File: src/rtl/fetch_pkg.sv
// Shared definitions for the instruction-fetch memory responder.
// Holds the responder state encoding, the instruction word width, the filler
// instruction used when preloading memory, and a small address helper.
package fetch_pkg;

    typedef enum logic {
        IDLE = 1'b0,
        WAIT = 1'b1
    } state_t;

    localparam int INSTR_WIDTH = 32;

    // ARM "mov r0, r0": harmless filler word for unused memory locations.
    localparam logic [31:0] NOP_WORD = 32'hE1A0_0000;

    // A byte address is word-aligned only when its two low bits are zero.
    function automatic logic is_misaligned(input logic [1:0] lsb);
        return (lsb != 2'b00);
    endfunction

endpackage

File: src/rtl/imem_array.sv
// Instruction storage: DEPTH x DW words with one synchronous write port and one
// synchronous read port. A read and a write to the same word in the same cycle
// return the old contents (read-before-write). Only the read data register is
// reset; the memory contents are not.
//
// Ports:
//   clk    rising-edge clock
//   rst_n  asynchronous active-low reset for the read data register
//   we     write strobe; waddr/wdata give the word index and data
//   re     read strobe; raddr is the word index, rdata updates at the edge
//   rdata  registered read data, holds its value while re is low
module imem_array #(
    parameter int AW = 6,
    parameter int DW = 32
) (
    input  logic          clk,
    input  logic          rst_n,
    input  logic          we,
    input  logic [AW-1:0] waddr,
    input  logic [DW-1:0] wdata,
    input  logic          re,
    input  logic [AW-1:0] raddr,
    output logic [DW-1:0] rdata
);

    localparam int DEPTH = 2 ** AW;

    logic [DW-1:0] mem_r [DEPTH];
    logic [DW-1:0] rdata_r;

    // Write port: storage is deliberately left out of reset.
    always_ff @(posedge clk) begin
        if (we) begin
            mem_r[waddr] <= wdata;
        end
    end

    // Read port: non-blocking update means a same-edge write is not yet visible.
    always_ff @(posedge clk or negedge rst_n) begin
        if (!rst_n) begin
            rdata_r <= '0;
        end else if (re) begin
            rdata_r <= mem_r[raddr];
        end
    end

    assign rdata = rdata_r;

endmodule

File: src/rtl/imem_responder.sv
// Instruction-memory responder behind the fetch stage's PC interface.
// A request (req with the PC on addr) is accepted in IDLE, the word is read
// after WAIT_STATES extra cycles, and rdata/rvalid are presented one edge
// later. While a request is in progress, stall holds the PC register. A flush
// (redirect) aborts any in-flight request. A load port lets the boot loader
// or bench write program words at any time.
//
// Ports:
//   clk           rising-edge clock
//   reset         asynchronous reset, active-low
//   req, addr     fetch request and byte address (word = addr[WIDTH-1:2])
//   flush         redirect taken; discards any pending request
//   load_en       program-load write strobe with load_addr / load_data
//   rdata         registered instruction word (holds when rvalid is low)
//   rvalid        one-cycle pulse per completed request
//   stall         combinational; high means hold the PC
//   misalign_err  sticky flag, set when a misaligned request is accepted
module imem_responder
    import fetch_pkg::*;
#(
    parameter int WIDTH       = 8,
    parameter int INSTR_WIDTH = fetch_pkg::INSTR_WIDTH,
    parameter int WAIT_STATES = 1
) (
    input  logic                   clk,
    input  logic                   reset,
    input  logic                   req,
    input  logic [WIDTH-1:0]       addr,
    input  logic                   flush,
    input  logic                   load_en,
    input  logic [WIDTH-1:0]       load_addr,
    input  logic [INSTR_WIDTH-1:0] load_data,
    output logic [INSTR_WIDTH-1:0] rdata,
    output logic                   rvalid,
    output logic                   stall,
    output logic                   misalign_err
);

    localparam int AW    = WIDTH - 2;
    localparam int DEPTH = 2 ** AW;
    // Counter starts at N-1 so the last WAIT cycle (counter==0) performs the read.
    localparam logic [2:0] CNT_INIT = (WAIT_STATES > 0) ? 3'(WAIT_STATES - 1) : 3'd0;

    state_t          state_r;
    state_t          state_s;
    logic [2:0]      cnt_r;
    logic [2:0]      cnt_s;
    logic [AW-1:0]   addr_word_r;
    logic            misalign_r;
    logic            rvalid_r;
    logic            accept_s;
    logic            final_s;
    logic            read_fire_s;
    logic            stall_s;
    logic [AW-1:0]   raddr_s;
    logic [1:0]      load_lsb_unused_s;

    // Byte offset of a load is irrelevant: whole words are written.
    assign load_lsb_unused_s = load_addr[1:0];

    // Request acceptance, read strobe, read address and stall decode.
    always_comb begin
        accept_s    = (state_r == IDLE) && req && !flush;
        final_s     = (state_r == WAIT) && (cnt_r == 3'd0);
        // Flush suppresses any read, including a zero-wait read issued this cycle.
        read_fire_s = !flush && (final_s || (accept_s && (WAIT_STATES == 0)));
        if (state_r == WAIT) begin
            raddr_s = addr_word_r;
        end else begin
            raddr_s = addr[WIDTH-1:2];
        end
        // The final WAIT cycle releases the PC so the next request lands right after rvalid.
        stall_s = !flush && (((state_r == IDLE) && req && (WAIT_STATES > 0)) ||
                             ((state_r == WAIT) && (cnt_r != 3'd0)));
    end

    // Next-state and counter logic; flush overrides everything.
    always_comb begin
        state_s = state_r;
        cnt_s   = cnt_r;
        if (flush) begin
            state_s = IDLE;
            cnt_s   = 3'd0;
        end else begin
            case (state_r)
                IDLE: begin
                    if (accept_s && (WAIT_STATES > 0)) begin
                        state_s = WAIT;
                        cnt_s   = CNT_INIT;
                    end else begin
                        state_s = IDLE;
                        cnt_s   = 3'd0;
                    end
                end
                WAIT: begin
                    if (cnt_r == 3'd0) begin
                        state_s = IDLE;
                        cnt_s   = 3'd0;
                    end else begin
                        state_s = WAIT;
                        cnt_s   = cnt_r - 3'd1;
                    end
                end
                default: begin
                    state_s = IDLE;
                    cnt_s   = 3'd0;
                end
            endcase
        end
    end

    // State, counter, captured address, rvalid pulse and sticky misalignment flag.
    always_ff @(posedge clk or negedge reset) begin
        if (!reset) begin
            state_r     <= IDLE;
            cnt_r       <= 3'd0;
            addr_word_r <= '0;
            misalign_r  <= 1'b0;
            rvalid_r    <= 1'b0;
        end else begin
            state_r  <= state_s;
            cnt_r    <= cnt_s;
            rvalid_r <= read_fire_s;
            if (accept_s) begin
                addr_word_r <= addr[WIDTH-1:2];
            end
            if (accept_s && is_misaligned(addr[1:0])) begin
                misalign_r <= 1'b1;
            end
        end
    end

    imem_array #(
        .AW (AW),
        .DW (INSTR_WIDTH)
    ) u_array (
        .clk   (clk),
        .rst_n (reset),
        .we    (load_en),
        .waddr (load_addr[WIDTH-1:2]),
        .wdata (load_data),
        .re    (read_fire_s),
        .raddr (raddr_s),
        .rdata (rdata)
    );

    assign rvalid       = rvalid_r;
    assign stall        = stall_s;
    assign misalign_err = misalign_r;

endmodule

File: config.mk
export PLATFORM = sky130hd
export DESIGN_NAME = imem_responder
export DESIGN_NICKNAME = d
export VERILOG_FILES = /design/src/rtl/fetch_pkg.sv /design/src/rtl/imem_array.sv /design/src/rtl/imem_responder.sv
export SDC_FILE = /design/constraint.sdc
export NUM_CORES = 2
export LEC_CHECK = 0
export BUFFER_PORTS_ARGS = -buffer_cell sky130_fd_sc_hd__buf_4
export CAP_MARGIN = 20
export CORE_UTILIZATION = 34
export DETAILED_ROUTE_END_ITERATION = 10
export PLACE_DENSITY = 0.49
export SYNTH_ARGS = -nofsm -noshare
export SYNTH_HDL_FRONTEND = slang
export SYNTH_HIERARCHICAL = 1
export SYNTH_SLANG_ARGS = --single-unit
File: constraint.sdc
create_clock -name clk -period 3.34 [get_ports clk]
set_input_delay 0.668 -clock clk [delete_from_list [all_inputs] [get_ports clk]]
set_output_delay 0.668 -clock clk [all_outputs]
set_load 0.1 [all_outputs]
==> impl_metrics.json <==
{
  "setup_viol": 0,
  "areaGrowthSynthToFinish_pct": 18.2,
  "hold_viol_final": 0,
  "post-route-period-util_pct": 95.7,
  "grt_usage_pct": 18.5,
  "max_freq_mhz": 313,
  "dieArea_mm2": 0.239,
  "fill_cells": 21000,
  "path_max_fanout": 22,
  "avgSynthCellArea_um2": 20.7,
  "wl_um": 220000,
  "status": "completed",
  "ios": 88,
  "syn-cell-area_mm2": 0.0805,
  "path_class": "reg -> reg",
  "postCtsSetupBuffers": 0,
  "crit_required_ns": 4.02,
  "relSlewSlack_pct": 40.4,
  "yosys.area.top_type": "edfxtp_1",
  "timing.critical_path.to_type": "flip-flop",
  "hold_path_class": "in -> reg",
  "intPower_w": 0.0446,
  "fp.dieW_um": 489,
  "r2r_cells": 9,
  "r2r-end": "u_array/rdata[10]",
  "cts_buffers": 215,
  "synthTopCellsByArea": "edfxtp_1 (76%), mux4_2 (9.9%), mux2i_1 (4.0%), mux2_2 (1.5%), dfrtp_1 (1.4%)",
  "htreeDepth": 4,
  "timing.rr.start": "state_r",
  "clk_latency_ns": 0.85,
  "grt_pass1_vias": 39800,
  "fin_nets": 4359,
  "wl_per_cell_um": 28.8,
  "power_w": 0.0586,
  "seqPwrFrac_pct": 49.9,
  "drtIter0Drc": 3470,
  "drc_errors": 0,
  "synth_edf_count": 2048,
  "vias_per_cell": 5.17,
  "worst_pin_slew_ns": 0.891,
  "rsz0062_at_grt": "false",
  "port-buffer-count": 85,
  "swShare_pct": 23.9,
  "num_rows": 178,
  "final_max_slew_viol_count": 0,
  "fin_area_mm2": 0.0952,
  "ys_ff_latch": 2092,
  "yosys_warnings": 6,
  "synthCells": 3884,
  "drive_above_1_share_pct": 27.9,
  "p_per_area_mw_per_mm2": 616,
  "hold_depth": 2,
  "leakagePower_nw": 30.7,
  "core_region_area_mm2": 0.235,
  "power.share.clock_pct": 39.0,
  "clkTransAtPathRegs_ns": 0.06,
  "cts_max_path_buffers": 3,
  "hold_path_end": "addr_word_r[3]",
  "synthTopCellsByCount": "edfxtp_1 (2048), mux4_2 (353), mux2i_1 (321), nor2_1 (227), mux2_2 (107)",
  "crit_arrival_ns": 3.87,
  "min_from": "addr[5]",
  "maxCapViolations": 0,
  "synth_top_cell_area_share_pct": 76.4,
  "grt_max_degree": 93,
  "detailedRoute.firstPassIterationCount": 6,
  "pwr-share-comb_pct": 11.1,
  "startpoint_type": "flip-flop",
  "ys.flop_type": "edfxtp_1",
  "ff2ff_setup_slack_ns": 0.14,
  "start_util_pct": 34.2,
  "die_y_um": 489,
  "dpl.hpwl_um": 128000,
  "skew_ns": 0.0403,
  "period_needed_ns": 3.20,
  "cts_tree": "done",
  "grt_pass1_wl_um": 311000,
  "antenna_found_initial": 9,
  "antenna_left": 0,
  "cts_sinks": 2092,
  "async_flop_share_pct": 2.10,
  "dr_total_vias": 39500,
  "dpl-instance-area_mm2": 0.0885,
  "ir_drop_mv": 0.496,
  "yosysUniqueCellTypes": 38,
  "grt-ovfl-total": 0,
  "cts_root_buffer": "clkbuf_16",
  "syn_nets": 3937,
  "yosysMostFrequentCell": "edfxtp_1",
  "synth-seq-area-share_pct": 77.7,
  "p_switching_w": 0.0140,
  "gp_congestion": 0.805
}
final cells by class:
class	instances	area [µm²]	share of cell area, %
multi-input combinational	1570	17400	18.3
antenna	19	47.5	0.0499
clock buffer	293	5870	6.16
clock inverter	98	768	0.807
timing repair buffer	427	4590	4.82
sequential	2092	62600	65.7
tap	3150	3940	4.14
stage by stage:
stage	utilization [%]	setup WS (ns)	hold slack [ns]	TNS [ns]	std cells
after floorplan	-	0.0359	0.372	0	3884
final	40.5	0.143	0.0820	0	7649
after global placement	37.6	-0.0770	0.452	-0.0890	7237
after global routing	40.4	0.00529	0.0346	0	7632
after CTS	40.4	0.0598	0.0139	0	7630
after detailed placement	37.6	-0.0704	0.450	-0.0953	7237
power by group through the flow:
stage | registers, W | logic (W) | clock network (W)
floorplan | 0.0301 | 0.00318 | 0
global placement | 0.0298 | 0.00652 | 0
detailed placement | 0.0298 | 0.00655 | 0
CTS | 0.0293 | 0.00656 | 0.0234
global route | 0.0293 | 0.00686 | 0.0244
finish | 0.0293 | 0.00649 | 0.0229
cell families (layout without fill, tap and decap cells):
group	after synthesis	after routing	synth area share (%)
compound gates	323	323	2.66
buf+inv	222	818	1.42
flops	2092	2092	77.7
mux	782	782	15.4
other cells	0	19	0
simple gates	465	465	2.83
critical path: stages, from the launching register on:
cell	delay [ns]
dfrtp_2	0.50
mux2_8	0.38
buf_12	0.21
buf_12	0.24
buf_12	0.20
mux4_2	0.50
mux2_2	0.27
a21oi_1	0.32
buf_4	0.18
o221ai_1	0.14
routing by layer:
metal | share of wire [%] | up-vias | track usage [%]
met3 | 4.4 | 257 | 2.78
met1 | 45 | 21400 | 25.8
met4 | 2.2 | 0 | 4.53
met5 | 0 | - | 0
li1 | - | 17000 | -
met2 | 49 | 875 | 30.2
cells in the final DEF, fill, tap and decap left out, types with 96 or more instances in the layout:
master,netlist,final
buf_12,0,110
mux2_2,107,103
edfxtp_1,2048,2048
buf_4,18,315
o22ai_1,97,97
a21oi_1,97,96
nor2b_1,98,97
clkbuf_16,0,218
nor2_1,227,165
mux2i_1,321,321
mux4_2,353,353
state kept, by name, summed over array words and instances, names as in the netlist:
signal and count:
u_array/mem_r 2048, u_array/rdata 32, addr_word_r 6, cnt_r 3, misalign_err 1, rvalid 1, state_r 1
how the worst max path moves through the flow:
stage,startpoint,to,slack [ns],cells after the start
6_report,state_r,u_array/rdata[10],0.14,9
5_1_grt,state_r,u_array/rdata[10],0.005,9
4_1_cts,state_r,u_array/rdata[10],0.06,9
3_5_place_dp,state_r,u_array/rdata[10],-0.07,9
3_3_place_gp,state_r,u_array/rdata[10],-0.08,9
2_1_floorplan,load_addr[5],u_array/mem_r[10][0],0.04,4
timing repair:
item                       in CTS  in global routing
setup endpoints to repair       2                  2
hold buffers                    2                  0
resized for setup               1                  2
hold endpoints to repair       45                  0
pin swaps                       0                  0
Power figures use the tool's default switching activity.
